$ cat src/rtl/magnetron_pwm.sv
// rtl/magnetron_pwm.sv - slot-based duty-cycle drive for a magnetron (optional MAGNETRON_SOFT_START_EN)
// A frame is FRAME_SLOTS slots of SLOT_CYCLES cycles each; the magnetron is driven for the first level_active slots.
module magnetron_pwm #(
    parameter int SLOT_CYCLES = 1000,
    parameter int FRAME_SLOTS = 7
) (
    input  logic       clk,
    input  logic       rst_n,
    input  logic       run,
    input  logic       door_open,
    input  logic [2:0] level_in,
    output logic       magnetron_on,
    output logic [2:0] level_active,
    output logic       frame_start,
    output logic       busy
);

    localparam int CW = (SLOT_CYCLES > 2) ? $clog2(SLOT_CYCLES) : 1;
    localparam logic [CW-1:0] CYC_LAST  = CW'(SLOT_CYCLES - 1);
    localparam logic [2:0]    SLOT_LAST = 3'(FRAME_SLOTS - 1);

    localparam logic [1:0] ST_IDLE  = 2'd0;
    localparam logic [1:0] ST_RUN   = 2'd1;
    localparam logic [1:0] ST_PAUSE = 2'd2;

    logic [1:0]    state_q, state_d;
    logic [2:0]    slot_q, slot_d;
    logic [CW-1:0] cyc_q, cyc_d;
    logic [2:0]    level_q, level_d;
    logic          frame_start_q, frame_start_d;
    logic          drive_q, drive_d;
    logic [2:0]    eff_level_d;

`ifdef MAGNETRON_SOFT_START_EN
    logic          soft_q, soft_d;
`endif

    always_comb begin
        state_d       = state_q;
        slot_d        = slot_q;
        cyc_d         = cyc_q;
        level_d       = level_q;
        frame_start_d = 1'b0;
`ifdef MAGNETRON_SOFT_START_EN
        soft_d        = soft_q;
`endif
        case (state_q)
            ST_IDLE: begin
                // door must be closed to start; run and door rising together stays here
                if (run && !door_open) begin
                    state_d       = ST_RUN;
                    slot_d        = 3'd0;
                    cyc_d         = '0;
                    level_d       = level_in;
                    frame_start_d = 1'b1;
`ifdef MAGNETRON_SOFT_START_EN
                    soft_d        = 1'b1;
`endif
                end
            end
            ST_RUN: begin
                if (!run) begin
                    state_d = ST_IDLE;
                    slot_d  = 3'd0;
                    cyc_d   = '0;
                    level_d = 3'd0;
`ifdef MAGNETRON_SOFT_START_EN
                    soft_d  = 1'b0;
`endif
                end else if (door_open) begin
                    state_d = ST_PAUSE;
`ifdef MAGNETRON_SOFT_START_EN
                    soft_d  = 1'b0;
`endif
                end else if (cyc_q == CYC_LAST) begin
                    cyc_d = '0;
                    if (slot_q == SLOT_LAST) begin
                        slot_d        = 3'd0;
                        level_d       = level_in;
                        frame_start_d = 1'b1;
`ifdef MAGNETRON_SOFT_START_EN
                        soft_d        = 1'b0;
`endif
                    end else begin
                        slot_d = slot_q + 3'd1;
                    end
                end else begin
                    cyc_d = cyc_q + CW'(1);
                end
            end
            ST_PAUSE: begin
                if (!run) begin
                    state_d = ST_IDLE;
                    slot_d  = 3'd0;
                    cyc_d   = '0;
                    level_d = 3'd0;
`ifdef MAGNETRON_SOFT_START_EN
                    soft_d  = 1'b0;
`endif
                end else if (!door_open) begin
                    state_d = ST_RUN;
                end
            end
            default: begin
                state_d = ST_IDLE;
                slot_d  = 3'd0;
                cyc_d   = '0;
                level_d = 3'd0;
            end
        endcase

`ifdef MAGNETRON_SOFT_START_EN
        eff_level_d = (soft_d && level_d > 3'd3) ? 3'd3 : level_d;
`else
        eff_level_d = level_d;
`endif
        // computed from next-state values so the drive lines up with the slot it belongs to
        drive_d = (state_d == ST_RUN) && (slot_d < eff_level_d);
    end

    always_ff @(posedge clk or negedge rst_n) begin
        if (!rst_n) begin
            state_q       <= ST_IDLE;
            slot_q        <= 3'd0;
            cyc_q         <= '0;
            level_q       <= 3'd0;
            frame_start_q <= 1'b0;
            drive_q       <= 1'b0;
        end else begin
            state_q       <= state_d;
            slot_q        <= slot_d;
            cyc_q         <= cyc_d;
            level_q       <= level_d;
            frame_start_q <= frame_start_d;
            drive_q       <= drive_d;
        end
    end

`ifdef MAGNETRON_SOFT_START_EN
    always_ff @(posedge clk or negedge rst_n) begin
        if (!rst_n) soft_q <= 1'b0;
        else        soft_q <= soft_d;
    end
`endif

    assign magnetron_on = drive_q & ~door_open;
    assign level_active = level_q;
    assign frame_start  = frame_start_q;
    assign busy         = (state_q != ST_IDLE);

endmodule

$ cat config.mk
export PLATFORM = sky130hd
export DESIGN_NAME = magnetron_pwm
export DESIGN_NICKNAME = d
export VERILOG_FILES = /design/src/rtl/magnetron_pwm.sv
export SDC_FILE = /design/constraint.sdc
export NUM_CORES = 1
export LEC_CHECK = 0
export ABC_AREA = 0
export CORE_UTILIZATION = 38
export DETAILED_ROUTE_END_ITERATION = 10
export PLACE_DENSITY = 0.57
export SETUP_SLACK_MARGIN = 0.2
export SLEW_MARGIN = 20
export SYNTH_ARGS = -nofsm -noshare
export SYNTH_HDL_FRONTEND = slang
export SYNTH_SLANG_ARGS = --single-unit
$ cat constraint.sdc
create_clock -name clk -period 2.4 [get_ports clk]
set_input_delay 0.36 -clock clk [delete_from_list [all_inputs] [get_ports clk]]
set_output_delay 0.36 -clock clk [all_outputs]
set_load 0.03 [all_outputs]
**Word-level counts from Yosys, hierarchy flattened**

Index checks and enable logic that the tools add are counted.
W data, S select, Z words.

- Flip-flop bits (word level): 20
- Bits of input ports: 7
- Output and inout bits: 6
- Logic and storage cells: 57

- Add/subtract/negate cells: 2
- $lt $le $gt $ge: 1
- Equal/unequal tests: 8
- Mux-type cells: 32
- Bitwise logic cells: 2
- Reductions and logical operators: 6

Operators by type and width:

| cell | number |
|---|---|
| $mux W10 | 5 |
| $mux W3 | 12 |
| $pmux W10 S3 | 1 |
| $pmux W3 S3 | 2 |
| $add A10 B1 Y10 const B | 1 |
| $eq A10 B10 Y1 const B | 1 |
| $mux W2 | 5 |
| $pmux W2 S3 | 1 |
| $mux W1 | 5 |
| $eq A2 B1 Y1 const B | 2 |
| $ne A2 B2 Y1 const B | 2 |
| $add A3 B1 Y3 const B | 1 |
| $eq A3 B3 Y1 const B | 1 |
| $lt A3 B3 Y1 | 1 |
| $ne A3 B3 Y1 const B | 1 |
| $reduce_and A3 Y1 | 1 |
| $eq A2 B2 Y1 const B | 1 |
| $logic_and A1 B1 Y1 | 2 |
| $logic_not A2 Y1 | 1 |
| $pmux W1 S2 | 1 |
| $reduce_bool A2 Y1 | 1 |
| $and A1 B1 Y1 | 1 |
| $logic_not A1 Y1 | 1 |
| $not A1 Y1 | 1 |

**Longest topological paths before layout**

- Depth in word-level cells: 8
- Gate-level depth with buffers: 11
- Mapped depth without buffers: 11

**Worst setup path after synthesis**

No wires, ideal clock.

- Path type: reg-to-reg
- Start point: reg cyc_q[0]
- End point: reg drive_q
- Library setup time: 0.095 ns
- Arrival time: 2.277 ns
- Required time: 2.305 ns
- Setup slack: 0.028 ns
- Cell stages (with the launch flop): 11
- Path buffers: 0
- Clock period less this slack: 2.372 ns
- Cell sequence: dfrtp_1 > ha_1 > nand2_1 > or4_4 > o31ai_4 > a22oi_1 > ha_1 > a21oi_1 > nand2_1 > a21o_1 > o31ai_1

- Word-level cells in the longest chain between the ends: 7
- Elaborated cells on any way between the ends: 11
- Those cells by class: order compare: 1; eq/ne: 1; mux: 8; reduce/logical: 1

Ends and longest elaborated chain:

| item | RTL line | text |
|---|---|---|
| start: declaration | 28 | `logic [CW-1:0] cyc_q, cyc_d;` |
| start signal: assignment | 132 | `cyc_q <= cyc_d;` |
| $eq A10 B10 Y1 * | 75 | `end else if (cyc_q == CYC_LAST) begin` |
| $mux W3 | 75 |  |
| $mux W3 | 70 | `end else if (door_open) begin` |
| $mux W3 | 62 | `if (!run) begin` |
| $pmux W3 S3 | 47 | `case (state_q)` |
| $lt A3 B3 Y1 * | 118 | `drive_d = (state_d == ST_RUN) && (slot_d < eff_level_d);` |
| $logic_and A1 B1 Y1 * | 118 |  |
| named net drive_d | 31 | `logic drive_q, drive_d;` |
| end signal: assignment | 135 | `drive_q <= drive_d;` |
| end: declaration | 31 |  |

Mark *: on every way through the listed nets, which the timed path passes. The rest lies on a longest branch.
A chain may end at the register's enable or synchronous reset.

**Worst setup path in the final report**

Ends and elaborated chain as after synthesis.

==> results.md <==
- After detailed placement, the design holds a cell count of 208.
- The netlist uses 40 different library cells.
- The path type of the worst setup path is flip-flop to flip-flop.
- The number of non-filler instances in the completed layout is 213.
- The worst setup timing slack at the placement stage is -0.318 ns.
- The run finished with clean final reports.
- Among all flip-flop cells after synthesis, the most frequent one is dfrtp_1.
- The hold violation count in the final report came to 0.
- The iteration-0 DRC count of the detailed router is 32.
- The detailed placer's ending HPWL is 2210 um.
- The category of the worst setup path capture point is a flip-flop.
- For the final database, setup skew stands at 0.00551 ns.
- At the later pin of the worst-skew pair, clock insertion delay measures 0.31 ns.
- In the synthesized netlist the async set-or-reset flop fraction comes to 1.00.
- Across every metal layer, demand over resource in global routing totals 0.195.
- In this run the critical register-to-register path is launched from cyc_q[0].
- The worst register-to-register path ends at drive_q.
- The count of synthesis-stage warnings from yosys is 0.
- The post-synth net total is 141.
- The clock passes through at most 2 buffers.
- The number of antenna violations at the first check in global routing is 0.
- After synthesis, the mean cell area works out to 9.46 sq um.
- The clock tree root buffer cell is clkbuf_4.
- In this run the number of H-tree levels came out at 1.
- The die is 59.1 um wide.
- The headroom to the max-slew limit is 0.736.
- The weighted congestion reported at the end of routability-driven placement is 0.887.
- The die is 59.1 um tall.
- Setup violations remaining at the end of the flow were counted as 0.
- The largest individual stage delay along the critical path comes from the cell or4_4.
- Measured on the finished design, the core utilization comes to 0.552.
- The signal arrival time at the worst endpoint is 2.61 ns.
- The flop and latch count out of synthesis is 20.
- TritonCTS built the clock tree.
- The remaining design rule violation count is 0.
- The part of the Yosys area used for sequential elements is 0.404.
- In this run the worst hold path is classified as primary input to asynchronous set/reset pin.
- The number of placed I/O pins is 13.
- The core region is 3080 sq um.
- The critical path goes through ha_4 -> nand2_2 -> or4_4 -> o31ai_4 -> a22oi_2 -> ha_4 -> a21oi_2 -> nand2_1 -> a21o_1 -> o31ai_2.
- Among the stages of the critical path, the cell type that occurs most often is ha_4.
- The total power per unit cell area is 487 nW/um^2.
- The count of port buffers added during placement is 12.
- For the pin with the worst max-slew slack, the measured transition is 0.393 ns.
- After floorplanning, the core was divided into 20 placement rows.
- In the final layout, the share of cells above drive strength 1 is 0.296.
- The floorplan step defined a die boundary enclosing 3490 sq um.
- The kind of launch point of the worst setup path is a flip-flop.
- The maximum number of pins on one net before global-route repair is 21.
- The number of inserted diodes is 0.
- The clock transition at the register clock pins on the worst setup and hold paths after CTS is 0.12 ns.
- The share of the clock period used by the worst path is 0.987.
- Setup slack on the critical path of the routed design comes to 0.0306 ns.
- The wire length of the first global-routing pass is 5110 um.
- In the final timing run, aggregate negative setup slack is 0 ns.
- The filler cells instantiated in the layout total 294.
- The max-slew violation count is 0.
- The number of buffers added by the clock tree synthesis step is 3.
- The worst-case IR drop observed on VDD is 310 uV.
- The depth of the worst register-to-register path is 10.
- Timing would allow up to 422 MHz.
- In this run the cell area of the synthesized design comes to 1240 sq um.
- The number of optimization iterations in the first detailed-route pass is 4.
- Once detail routing completed, the nets flagged for antenna violations numbered 0.
- The number of maximum-capacitance constraint violations is 0.
- The count of clock tree sinks is 20.
- The number of global-route vias before repair was 1082.
- Using the TritonRoute via totals, the vias-per-cell ratio works out to 5.30.
- The leftover overflow at the end of global routing is 0.
- The wire length per cell after detailed routing is 13.8 um.
- Data on the critical path is required at its endpoint by 2.64 ns.
- The net count of the finished layout is 180.
- The static leakage is 0.723 nW.
- The overall power after layout is 0.829 mW.
- In this run the worst path has a maximum fanout of 4.
- The total number of vias is 1129.
- For this configuration, the core starts out at a cell density of 0.402.
- The layout overhead on the synthesized area is 37.3%.
- The number of flops mapped to enable cells by yosys is 0.
- The number of cells produced by synthesis is 131.
- On the worst path, the slowest cell contributes a delay of 0.56 ns.
- Setup repair after global routing could not meet its margin everywhere.
- The worst register-to-register path has a setup slack of 0.03 ns.
- The final layout contains routed wiring with a total length of 2940 um.
- The shortest period the worst path allows is 2.37 ns.
==> layout by cell type (no fill, tap or decap), types with 2 or more instances in the layout <==
cell type	n
dfrtp_1	20
nor3_1	4
a21oi_1	6
clkdlybuf4s50_1	11
o21bai_1	2
nor4_2	2
nand2_1	9
xnor2_1	4
nand3b_1	4
or4_4	2
o21ai_0	7
ha_4	2
a21o_1	3
nand2b_1	6
o22ai_1	2
buf_4	28
inv_1	5
nor2_1	9
or2_2	2
nor2b_1	2
a21oi_2	2
nor4_1	2
clkbuf_4	3
o211ai_1	2
nand3_1	6
==> cell usage after synthesis, types with 2 or more instances <==
cell      count  share of area
inv_1         5          0.015
nor2b_1       2          0.010
a21oi_1       8          0.032
nand3_1       6          0.024
a21o_1        3          0.018
nor4_1        4          0.020
o21bai_1      2          0.012
or4_4         2          0.018
xnor2_1       4          0.028
o211ai_1      2          0.012
nor3_1        4          0.016
a22oi_1       2          0.012
o21ai_0       7          0.028
nand2b_1      6          0.030
dfrtp_1      20           0.40
o22ai_1       2          0.010
o31ai_1       2          0.012
nand2_1      10          0.030
nor2_1        9          0.027
or2_2         2          0.010
buf_2         5          0.020
ha_1          3          0.030
nand3b_1      4          0.024
==> worst max-delay path by stage <==
| stage | from | end | slack (ns) | cells after the start |
|---|---|---|---|---|
| finish | cyc_q[0] | drive_q | 0.03 | 10 |
| global route | cyc_q[0] | drive_q | -0.08 | 10 |
| CTS | cyc_q[0] | drive_q | -0.01 | 10 |
| detailed placement | door_open | drive_q | -0.32 | 10 |
| global placement | door_open | drive_q | -0.26 | 10 |
| floorplan | cyc_q[0] | drive_q | 0.11 | 10 |
==> layer usage <==
layer | GRT usage | vias to the layer above | routed length (um)
met5 | 0 | - | 0
met4 | 0.0544 | 0 | 25
met3 | 0.0371 | 3 | 104
met2 | 0.297 | 20 | 1330
met1 | 0.282 | 554 | 1480
li1 | - | 552 | -
==> sequential cells by signal, indices dropped and copies added (netlist names) <==
register	count
cyc_q	10
level_active	3
slot_q	3
state_q	2
drive_q	1
frame_start	1
==> worst max-delay path, delay by kind of cell, from the launching register on <==
family	cells	cell delay, ns
simple gates	3	0.69
flops	1	0.42
fa+ha+maj	2	0.40
compound gates	5	0.77
==> power by group <==
part | total, mW | switching, mW | internal, mW
combinational | 0.180 | 0.0927 | 0.0873
clock | 0.284 | 0.115 | 0.169
sequential | 0.365 | 0.0138 | 0.351
total | 0.829 | 0.222 | 0.607
==> cell families after synthesis <==
| family | count (synthesis) | synth area share |
|---|---|---|
| muxes | 1 | 0.00808 |
| xor gates and xnor gates | 4 | 0.0283 |
| adders and majority gates | 3 | 0.0303 |
| DFF | 20 | 0.404 |
| buffers and inverters | 11 | 0.0444 |
| AOI/OAI and AO/OA | 35 | 0.202 |
| and+or+nand+nor | 57 | 0.283 |
==> final cells by class <==
class / instances / area [sq um] / area share
sequential: 20 / 500 / 0.294
clock buffer: 3 / 22.5 / 0.0132
multi-input combinational: 100 / 741 / 0.436
tap: 44 / 55.1 / 0.0324
clock inverter: 1 / 30.0 / 0.0177
inverter: 5 / 18.8 / 0.0110
timing repair buffer: 40 / 333 / 0.196
==> through the flow <==
step                area [sq um]  hold slack, ns
floorplan                   1260          0.0644
global placement            1600           0.549
detailed placement          1600           0.572
CTS                         1660           0.370
global route                1700           0.398
finish                      1700           0.371
==> timing repair <==
item,in CTS,in global routing
hold buffers,0,0
endpoints found under the setup margin,1,2
resized for setup,0,7
pin swaps,1,3
setup buffers,1,0
Note: power is estimated with default switching activity, not from simulation.
